### src/rtl/axi_wr_issue_pkg.sv
// Shared definitions for the AXI write-issue stage: FSM encoding, burst geometry
// and the beat-counter width helper.
package axi_wr_issue_pkg;

    typedef enum logic [1:0] {
        IDLE = 2'd0,
        REQ  = 2'd1,
        DATA = 2'd2
    } state_t;

    localparam int BEATS_DEFAULT = 4;
    localparam int BL8_BYTES     = 16;

    function automatic int beat_cnt_width(input int beats);
        return (beats > 1) ? $clog2(beats) : 1;
    endfunction

endpackage

### src/rtl/axi_wr_issue_wr_last_check.sv
// Sticky checker for write-data packets whose last marker misses a BL8 boundary.
// Only instantiated when AXI_WR_ISSUE_LAST_CHECK_EN is defined.
module wr_last_check
    import axi_wr_issue_pkg::*;
#(
    parameter int BEATS = BEATS_DEFAULT,
    parameter int CW    = beat_cnt_width(BEATS)
) (
    input  logic          clock,
    input  logic          reset,
    input  logic          xfer_i,
    input  logic [CW-1:0] beat_i,
    input  logic          last_i,
    input  logic          store_i,
    input  logic          wseq_i,
    output logic          err_o
);

    localparam logic [CW-1:0] LAST_BEAT = CW'(BEATS - 1);

    logic err_q, err_d;
    logic pend_q, pend_d;

    always_ff @(posedge clock) begin
        if (!reset) begin
            err_q  <= 1'b0;
            pend_q <= 1'b0;
        end else begin
            err_q  <= err_d;
            pend_q <= pend_d;
        end
    end

    // A packet left open at a burst end is only an error if the next head starts a new burst.
    always_comb begin
        err_d  = err_q;
        pend_d = 1'b0;
        if (xfer_i && last_i && (beat_i != LAST_BEAT)) begin
            err_d = 1'b1;
        end
        if (xfer_i && !last_i && (beat_i == LAST_BEAT)) begin
            pend_d = 1'b1;
        end
        if (pend_q && store_i && !wseq_i) begin
            err_d = 1'b1;
        end
    end

    assign err_o = err_q;

endmodule

### src/rtl/axi_wr_issue.sv
// Write-issue stage: pops one BL8 write command, requests a WRITE, then streams BEATS words.
// Define AXI_WR_ISSUE_LAST_CHECK_EN to compile in the last-marker alignment checker.
module axi_wr_issue
    import axi_wr_issue_pkg::*;
#(
    parameter int ADDRS        = 32,
    parameter int WIDTH        = 32,
    parameter int MASKS        = WIDTH / 8,
    parameter int AXI_ID_WIDTH = 4,
    parameter int BEATS        = BEATS_DEFAULT
) (
    input  logic                    clock,
    input  logic                    reset,
    input  logic                    mem_store_i,
    output logic                    mem_accept_o,
    input  logic                    mem_wseq_i,
    input  logic [AXI_ID_WIDTH-1:0] mem_wrid_i,
    input  logic [ADDRS-1:0]        mem_addr_i,
    input  logic                    mem_valid_i,
    output logic                    mem_ready_o,
    input  logic                    mem_last_i,
    input  logic [MASKS-1:0]        mem_strb_i,
    input  logic [WIDTH-1:0]        mem_data_i,
    output logic                    ctl_req_o,
    input  logic                    ctl_gnt_i,
    output logic                    ctl_seq_o,
    output logic [AXI_ID_WIDTH-1:0] ctl_wrid_o,
    output logic [ADDRS-1:0]        ctl_addr_o,
    output logic                    wr_valid_o,
    input  logic                    wr_ready_i,
    output logic [MASKS-1:0]        wr_strb_o,
    output logic [WIDTH-1:0]        wr_data_o,
    output logic                    err_o
);

    localparam int            CW        = beat_cnt_width(BEATS);
    localparam logic [CW-1:0] LAST_BEAT = CW'(BEATS - 1);

    state_t        state_q, state_d;
    logic          req_q, req_d;
    logic [CW-1:0] cnt_q, cnt_d;
    logic          xfer;

    assign xfer = (state_q == DATA) && mem_valid_i && wr_ready_i;

    always_ff @(posedge clock) begin
        if (!reset) begin
            state_q <= IDLE;
            req_q   <= 1'b0;
            cnt_q   <= '0;
        end else begin
            state_q <= state_d;
            req_q   <= req_d;
            cnt_q   <= cnt_d;
        end
    end

    always_comb begin
        state_d = state_q;
        req_d   = req_q;
        cnt_d   = cnt_q;
        unique case (state_q)
            IDLE: begin
                if (mem_store_i) begin
                    state_d = REQ;
                    req_d   = 1'b1;
                end
            end
            REQ: begin
                if (req_q && ctl_gnt_i) begin
                    state_d = DATA;
                    req_d   = 1'b0;
                    cnt_d   = '0;
                end
            end
            DATA: begin
                if (xfer) begin
                    cnt_d = cnt_q + 1'b1;
                    if (cnt_q == LAST_BEAT) begin
                        state_d = IDLE;
                    end
                end
            end
            default: begin
                state_d = IDLE;
                req_d   = 1'b0;
            end
        endcase
    end

    // Handshakes are masked while reset is low so an abandoned burst pops nothing more.
    always_comb begin
        mem_accept_o = 1'b0;
        mem_ready_o  = 1'b0;
        wr_valid_o   = 1'b0;
        if (reset) begin
            case (state_q)
                REQ: mem_accept_o = req_q && ctl_gnt_i;
                DATA: begin
                    wr_valid_o  = mem_valid_i;
                    mem_ready_o = wr_ready_i;
                end
                default: ;
            endcase
        end
    end

    assign ctl_req_o  = req_q && reset;
    assign ctl_seq_o  = mem_wseq_i;
    assign ctl_wrid_o = mem_wrid_i;
    assign ctl_addr_o = mem_addr_i;
    assign wr_strb_o  = mem_strb_i;
    assign wr_data_o  = mem_data_i;

`ifdef AXI_WR_ISSUE_LAST_CHECK_EN
    wr_last_check #(
        .BEATS (BEATS),
        .CW    (CW)
    ) u_last_check (
        .clock   (clock),
        .reset   (reset),
        .xfer_i  (xfer),
        .beat_i  (cnt_q),
        .last_i  (mem_last_i),
        .store_i (mem_store_i),
        .wseq_i  (mem_wseq_i),
        .err_o   (err_o)
    );
`else
    logic unused_last;
    assign unused_last = mem_last_i;
    assign err_o       = 1'b0;
`endif

endmodule

### config.mk
export PLATFORM = sky130hd
export DESIGN_NAME = axi_wr_issue
export DESIGN_NICKNAME = d
export VERILOG_FILES = /design/src/rtl/axi_wr_issue_pkg.sv /design/src/rtl/axi_wr_issue_wr_last_check.sv /design/src/rtl/axi_wr_issue.sv
export SDC_FILE = /design/constraint.sdc
export NUM_CORES = 1
export LEC_CHECK = 0
export CELL_PAD_IN_SITES_DETAIL_PLACEMENT = 0
export CELL_PAD_IN_SITES_GLOBAL_PLACEMENT = 1
export CORE_MARGIN = 4
export CORE_UTILIZATION = 11
export DETAILED_ROUTE_END_ITERATION = 6
export HOLD_SLACK_MARGIN = 0.1
export PLACE_DENSITY = 0.78
export REMOVE_ABC_BUFFERS = 1
export SYNTH_ARGS = -nofsm -noshare
export SYNTH_HDL_FRONTEND = slang
export SYNTH_SLANG_ARGS = --single-unit
export TNS_END_PERCENT = 20
### constraint.sdc
create_clock -name clock -period 1.21 [get_ports clock]
set_input_delay 0.242 -clock clock [delete_from_list [all_inputs] [get_ports clock]]
set_output_delay 0.242 -clock clock [all_outputs]
set_load 0.05 [all_outputs]
==> results.md, run 1 <==
- Status: finished, violations left
- Failing checks: setup timing
- CTS tree: yes
- Final clock skew: 0.362 ps
- Wire per inst: 31.5 um
- Fmax achieved: between 0.7 and 0.8 GHz
- Final Max Tran Viols: 0
- Area leader, netlist: buf_4
- Post-route antenna net violation count: 0
- Synth warn: 0
- Critical path type: in2out
- Gpl congestion: 0.663
- Period minus WS final: 1350 ps
- Hold Path Class: in2reg
- Clock Latency Late Sink: between 200 and 250 ps
- Commonest non-fill, non-tap cell in the layout: buf_4
- Post-DP HPWL: 4.23 mm
- Total grt overflow: 0
- Final critical-path share of the clock period: 1.12
- CP Launch Type: input pin
- Power Density: just under 900 nW/um^2
- Synth top area share: 0.663
- CTS Root Buffer Type: clkbuf_8
- Synth Instances: around 110
- Initial antenna violation count: 0
- Row count: 31
- Max_cap viols: 0
- Post-synthesis sequential area ratio: 0.118
- Setup TNS: -333 ps
- Leakage: approximately 0.23 nW
- #FFs+latches synth: 5
- Post-synth cell types: 22
- RSZ-0062 raised after global routing: true
- Setup violators final: 3
- Worst setup EP type: primary output
- Via count: between 400 and 500
- Clock buffer depth: 2
- Final hold vios: 0
- Mapped Area: approximately 850 sq um
- Number of global-route vias before repair: roughly 450
- First-pass GRT wire length: 5.51 mm
- Critical Path AT: 1110 ps
- Max rail drop VDD: about 0.21 mV
- Pre-antenna DRT Iters: 2
- Fin cells: ~150
- Post-place setup slack: -286 ps
- CP Max Fanout: 3
- Syn_area_per_cell: between 8 and 9 sq um
- Die W: ~96 um
- Starting Density: 0.115
- Pin count of the biggest net entering global routing: 6
- Core area: 7370 sq um
- Layout cell share with drive strength beyond 1: 0.528
- CTS clock-pin slew for the worst setup and hold paths: roughly 30 ps
- Top cells by area, synth: buf_4 66%, dfxtp_1 12%, mux2i_1 2.4%
- Top Ports: 158
- Placed cells: about 150
- Die area: ~9000 sq um
- Hold Slack: approximately 450 ps
- Port bufs: 9
- Drt total wl: between 4 and 5 mm
- Filler cell count: between 800 and 900
- Clock Sinks: 5
- DRC viols: 0
- Initial DRC count: 5
- Total track usage: 0.101
- Final setup margin: -144 ps
- H-tree levels: 1
- Vias per cell: 2.91
- Commonest cells after routing, fill and taps aside: 9 x buf_4, 4 x buf_12, 3 x clkbuf_8, 3 x clkdlybuf4s50_1, 3 x dfxtp_2
- Layout area overhead: -19.1%
- Die Y: about 96 um
- Antenna Cells: 0
- Fin util: 0.0932
- Final #Nets: ~140
- Data required time of the critical path: ~970 ps
- Clock buffer count from CTS: 3
==> timing repair <==
item,4_1_cts,5_1_grt
setup buffers,3,0
endpoints found under the hold margin,0,0
setup endpoints to repair,4,6
hold buffers,0,0
resized for setup,12,1
pin swaps,4,0
==> sequential cells by signal, indices dropped and copies added (netlist names) <==
signal / count
cnt_q: 2
req_q: 1
state_q: 2
==> routing by layer <==
layer,global-route usage,part of all wire,vias to the layer above
li1,-,-,156
met1,0.0574,0.18,175
met2,0.138,0.41,93
met3,0.126,0.30,18
met4,0.111,0.10,0
met5,0.0238,0,-
==> critical path, stage by stage <==
cell and delay (ps):
clkdlybuf4s50_1 520, and3_4 210, buf_12 130
==> synth_stat cells <==
master    instances
a21oi_1           1
a31o_1            1
and2_1            1
and2b_2           1
and2b_4           1
and3_2            2
buf_4            75
conb_1            1
dfxtp_1           5
ha_1              1
mux2i_1           2
nand2_1           2
nand2b_1          2
nand2b_2          1
nand3_1           2
nand3_2           1
nand3b_1          1
nand4b_1          1
nor2_1            2
nor3b_1           1
o21a_1            1
o21ai_2           1
==> per-stage QoR <==
stage	total power [mW]	instance area, sq um
2_1_floorplan	0.229	287
3_3_place_gp	0.285	586
3_5_place_dp	0.285	586
4_1_cts	0.608	686
5_1_grt	0.629	687
6_report	0.598	687
==> power breakdown <==
part	internal, mW	leakage, nW	switching, mW
logic	0.0621	0.170	0.0529
clock network	0.225	0.0228	0.0737
registers	0.175	0.0419	0.00819
==> layout make-up <==
class | count | area (sq um) | share of cell area
Timing Repair Buffer | 18 | 195 | 0.284
Multi-Input combinational cell | 26 | 219 | 0.319
Tap cell | 99 | 124 | 0.180
Sequential cell | 5 | 104 | 0.151
Clock buffer | 4 | 45.0 | 0.0656
==> final timing paths <==
path,from,endpoint,slack [ps],depth (start not counted)
worst max register to register,state_q[0],cnt_q[0],0,6
worst min register to register,cnt_q[1],cnt_q[1],460,2
worst max-delay path,wr_ready_i,mem_ready_o,-140,3
worst min-delay path,reset,req_q,450,2
==> cells by family after synthesis <==
| logic type | count (synthesis) | share of synthesized area |
|---|---|---|
| AO/OA/AOI/OAI | 4 | 0.0353 |
| adder cells (fa/ha/maj) | 1 | 0.0147 |
| buffers and inverters | 75 | 0.663 |
| flip-flops | 5 | 0.118 |
| multiplexers | 2 | 0.0236 |
| other | 1 | 0.00441 |
| AND/OR/NAND/NOR | 18 | 0.141 |
(Power assumes the default switching activity.)
==> inputs of run 2 (changes only) <==
- SLEW_MARGIN: not set -> 15
- SYNTH_HIERARCHICAL: not set -> 1
==> results of run 2 <==
Final layout, timing and power as in run 1 (identical DEF).
Main changes from that run: Yosys warning count 0 -> 6
==> RTL change 1 (flow settings as in run 1) <==
Encoding of `state_t`: now one-hot (3 bits for 3 states).
--- a/src/rtl/axi_wr_issue_pkg.sv
+++ b/src/rtl/axi_wr_issue_pkg.sv
@@ -4,6 +4,6 @@
 
-    typedef enum logic [1:0] {
-        IDLE = 2'd0,
-        REQ  = 2'd1,
-        DATA = 2'd2
+    typedef enum logic [2:0] {
+        IDLE = 3'b001,
+        REQ  = 3'b010,
+        DATA = 3'b100
     } state_t;
Function: same outputs for any inputs over 10 cycles, from zero or initial values and one cycle with reset low; not proved beyond that.
==> RTL change 1 against run 1 <==
The flow still finishes with violations (negative setup slack). Sequential cell count is 1 higher. Clock power is 2% higher. Total power is 9.8% higher. Combinational power is 14% higher. Global-route usage is 0.43 points lower. Design area is 18% higher. Area after synthesis is 8.2% higher. Sequential power is 19% higher. Setup slack worse by 71 ps. Cell count is 11% higher. First-iteration DRC count grew to 3.4 times the old value. Routed wire length is 4.1% higher. Utilization is 0.57 points higher. Critical endpoint unchanged.
==> RTL change 1: results (changes against run 1) <==
stage;metric;value;unit;change
global_routing;grt_use_total;9.65;%;was 10.1%
setup_path;critPathLaunch;state_q[1];;was wr_ready_i
place;place_congestion;0.733;;was 0.663
setup_path;arrival;1180;ps;was 1110 ps
pwr;peakVddDrop;210;uV;about the same
setup_path;slowest_stage;dfxtp_4;;was clkdlybuf4s50_1
final_layout;n_all_inverters;2;;was 0
hold_path;min_to;state_q[2];;was req_q
final_layout;clock_cell_area_share;5.11;%;was 6.56%
pwr;power.density;812;mW/mm2;was 870 mW/mm2
outcome;failed_checks;negative setup slack;;unchanged
hold_path;holdPathStages;3;;was 2
final_layout;drive_above_1_share;56.3;%;was 52.8%
detailed_routing;routed-via-count;525;;was 442
final_layout;multiInputGateArea;287;um2;was 219 um2
setup_path;crit_path_max_fanout;4;;was 3
timing;fin_ws;-214;ps;was -144 ps
global_routing;grt_max_degree;7;;was 6
final_layout;num-fill-cells;947;;was 860
clock_tree;post_cts_buffers;1;;was 3
timing;finalClockSkew;0.416;ps;was 0.362 ps
setup_path;reg2regPathDepth;4;;was 6
final_layout;nMultiInputCombCells;33;;was 26
global_routing;grt_pass1_vias;565;;was 451
clock_tree;cts_resized;25;;was 12
outcome;status;finished, violations left;;unchanged
yosys;ys_top_cells_by_area;buf_4 (61%), dfxtp_1 (13%), and3_1 (2.0%), nand2_1 (2.0%), nor3b_4 (2.0%);;was buf_4 (66%), dfxtp_1 (12%), mux2i_1 (2.4%), and3_2 (1.8%), ha_1 (1.5%)
final_layout;seq_cells;6;;was 5
timing;final-setup-viol-count;8;;was 3
setup_path;critical-path-top-delay-family;simple AND/OR/NAND/NOR gates;;was buffers and inverters
global_routing;antenna_found_initial;1;;was 0
-- RTL change 1: cell count changes after synthesis, sizes merged, moves of 2 or more --
cell	run 1	this run
nand2	2	5
nand3	3	0
a311oi	0	2
and2b	2	0
inv	0	2
mux2i	2	0
-- RTL change 1: routing by layer --
layer / up-vias / part of all wire, % / track usage, %
met2: 98 / 40 / 12.8
li1: 203 / - / -
met4: 2 / 3.6 / 3.57
met1: 212 / 26 / 7.56
met5: - / 0.26 / 2.05
met3: 10 / 30 / 14.0
-- RTL change 1: how the worst max path moves through the flow --
stage	slack, ps	end
6_report	-210	mem_ready_o
5_1_grt	-250	mem_ready_o
4_1_cts	-230	mem_ready_o
3_5_place_dp	-440	mem_accept_o
3_3_place_gp	-400	mem_accept_o
2_1_floorplan	-1190	state_q[2]
-- RTL change 1: through the flow --
step | worst slack [ps] | hold slack (ps) | cells | TNS [ps]
after CTS | -227 | 401 | 169 | -880
after floorplan | -1190 | 389 | 41 | -2780
after global placement | -395 | 479 | 165 | -2740
final | -214 | 304 | 169 | -845
after detailed placement | -444 | 485 | 165 | -2900
after global routing | -246 | 325 | 169 | -1370
-- RTL change 1: worst register-to-register path, cell delays in order, from the launching register on --
cell and delay (ps):
dfxtp_4 360, buf_4 140, or4bb_4 530, a21oi_2 150, nand2_1 60
-- RTL change 1: report_power, final --
part | total [mW] | switching [mW] | internal (mW)
Clock | 0.306 | 0.0921 | 0.214
Sequential | 0.219 | 0.0131 | 0.206
Combinational | 0.131 | 0.0659 | 0.0647
Total | 0.656 | 0.171 | 0.485
-- RTL change 1: kinds of logic after synthesis --
group | count (synthesis) | synth area share (%)
simple gates | 18 | 12.7
fa+ha+maj | 1 | 1.36
flops | 6 | 13.1
other cells | 1 | 0.408
buf+inv | 77 | 62.0
xor+xnor | 2 | 1.91
compound gates | 11 | 8.57
==> RTL change 2 (config.mk and constraints of run 1) <==
Made on the original files. Change the parameter `AXI_ID_WIDTH` from 4 to 5.
--- a/src/rtl/axi_wr_issue.sv
+++ b/src/rtl/axi_wr_issue.sv
@@ -8,3 +8,3 @@
     parameter int MASKS        = WIDTH / 8,
-    parameter int AXI_ID_WIDTH = 4,
+    parameter int AXI_ID_WIDTH = 5,
     parameter int BEATS        = BEATS_DEFAULT
Ports: changed (resized ctl_wrid_o and mem_wrid_i); port bits go from 158 to 160. No check against the original RTL was run, so the function may have changed too.
==> RTL change 2 against run 1 <==
The flow still finishes with violations (negative setup slack). Clock skew is essentially flat. Cell count grew 1.3%. Critical path depth unchanged. Design area rose by 3.8%. Setup slack improved by 17 ps. Largest cell class unchanged. Critical endpoint is now wr_valid_o. Combinational power increased by 8%. Routed wire length is 5.6% higher. Sequential share of layout area fell by 0.21 points. Synthesized cell count is 0.94% higher. Sequential cell count unchanged. Area after synthesis up 0.88%. Total power is 1.3% higher. Die area up 0.82%.
==> RTL change 2: results (changes against run 1) <==
stage;metric;value;unit;change
yosys;ys_top_cells_by_area;buf_4 (67%), dfxtp_1 (12%), mux2i_1 (2.3%), and3_2 (1.8%), ha_1 (1.5%);;was buf_4 (66%), dfxtp_1 (12%), mux2i_1 (2.4%), and3_2 (1.8%), ha_1 (1.5%)
final_layout;layout.nets;138;;was 135
pwr;switching_power;140;uW;was 135 uW
detailed_routing;drt_iter0_drc;18;;was 5
pwr;p_leak;0.258;nW;was 0.234 nW
setup_path;arrival;1090;ps;was 1110 ps
timing;fin_ws;-127;ps;was -144 ps
yosys;seq_area_frac_synth;11.7;%;was 11.8%
setup_path;slowest_stage;dfxtp_2;;was clkdlybuf4s50_1
setup_path;r2r_end;cnt_q[1];;was cnt_q[0]
detailed_routing;dr.pass1.iters;2;;unchanged
detailed_routing;wire_per_inst;32.8;um;was 31.5 um
detailed_routing;vias_per_cell;2.88;;was 2.91
detailed_routing;routed-via-count;443;;was 442
place;place_congestion;0.662;;was 0.663
clock_tree;cts-buffers-inserted;3;;unchanged
yosys;synth_compound_area_share;3.50;%;was 3.53%
yosys;avgSynthCellArea;8.01;um2;about the same
setup_path;startpoint_type;register;;was input pin
yosys;muxShareOfSynthArea;2.34;%;was 2.36%
final_layout;num-fill-cells;852;;was 860
global_routing;grt_pass1_vias;464;;was 451
timing;finalClockSkew;0.217;ps;was 0.362 ps
setup_path;max_stage_delay;310;ps;was 520 ps
pwr;peakVddDrop;204;uV;was 210 uV
hold_path;min-delay-start;wr_ready_i;;was reset
hold_path;min_to;state_q[1];;was req_q
place;dp_hpwl;4.40;mm;was 4.23 mm
final_layout;drive_above_1_share;56.4;%;was 52.8%
global_routing;grt_use_total;10.5;%;was 10.1%
outcome;status;finished, violations left;;unchanged
place;portBuffers;9;;unchanged
outcome;failed_checks;negative setup slack;;unchanged
setup_path;reg2reg_setup_slack;20;ps;was 0 ps
yosys;yosys-top-cells-count;buf_4 (76), dfxtp_1 (5);;was buf_4 (75), dfxtp_1 (5)
global_routing;grt_pass1_wl;5.75;mm;was 5.51 mm
timing;whs;432;ps;was 453 ps
yosys;synth_fa_ha_area_share;1.46;%;was 1.47%
timing;final-setup-viol-count;3;;unchanged
hold_path;holdPathStages;3;;was 2
timing;setup_tns;-297;ps;was -333 ps
setup_path;r2r-start;state_q[0];;unchanged
RTL change 2: critical path, delay by kind of cell (launching register included):
| kind | cells | cell delay, ps |
|---|---|---|
| AND/OR/NAND/NOR | 2 | 440 |
| buffers and inverters | 1 | 130 |
| flip-flops | 1 | 310 |
RTL change 2: worst max-delay path by stage:
| stage | to | slack, ps |
|---|---|---|
| 3_5_place_dp | mem_accept_o | -320 |
| 5_1_grt | wr_valid_o | -150 |
| 6_report | wr_valid_o | -130 |
| 4_1_cts | mem_ready_o | -130 |
| 2_1_floorplan | mem_accept_o | -210 |
| 3_3_place_gp | mem_accept_o | -270 |
RTL change 2: timing repair:
action                                  4_1_cts  5_1_grt
buffers inserted                              4        1
gates resized for setup                      13        4
pin swaps                                     4        2
endpoints found under the hold margin         0        0
endpoints found under the setup margin        4        7
gates cloned                                  0        0
RTL change 2: final cells by class:
cell class	count	area [um2]	share of cell area (%)
timing repair buffer	20	211	29.6
clock buffer	4	45.0	6.32
multi-input combinational	26	226	31.8
sequential	5	106	14.9
tap	99	124	17.4
RTL change 2: layer usage:
layer  GRT usage, %  share of wire, %  vias up
met2           14.8                42       98
li1               -                 -      158
met4           11.0               9.8        0
met3           13.8                30       16
met5              0                 0        -
met1           5.62                18      171
RTL change 2: kinds of logic (layout without fill, tap and decap cells):
logic type                 after synthesis  in the layout
AOI/OAI and AO/OA                        4              4
adders and majority gates                1              1
buffers and inverters                   76             24
DFF                                      5              5
muxes                                    2              2
other                                    1              1
and+or+nand+nor                         18             18
RTL change 2: power by group through the flow:
stage	Sequential [mW]	Clock, mW	Combinational (mW)
6_report	0.182	0.300	0.124
5_1_grt	0.183	0.314	0.132
4_1_cts	0.182	0.310	0.119
3_5_place_dp	0.185	0	0.100
3_3_place_gp	0.185	0	0.100
2_1_floorplan	0.183	0	0.0458
RTL change 2: per-stage QoR:
| stage | total power [mW] | area, um2 | worst slack (ps) |
|---|---|---|---|
| 6_report | 0.605 | 713 | -127 |
| 5_1_grt | 0.630 | 713 | -150 |
| 4_1_cts | 0.611 | 692 | -131 |
| 3_5_place_dp | 0.285 | 586 | -324 |
| 3_3_place_gp | 0.285 | 586 | -275 |
| 2_1_floorplan | 0.229 | 287 | -207 |
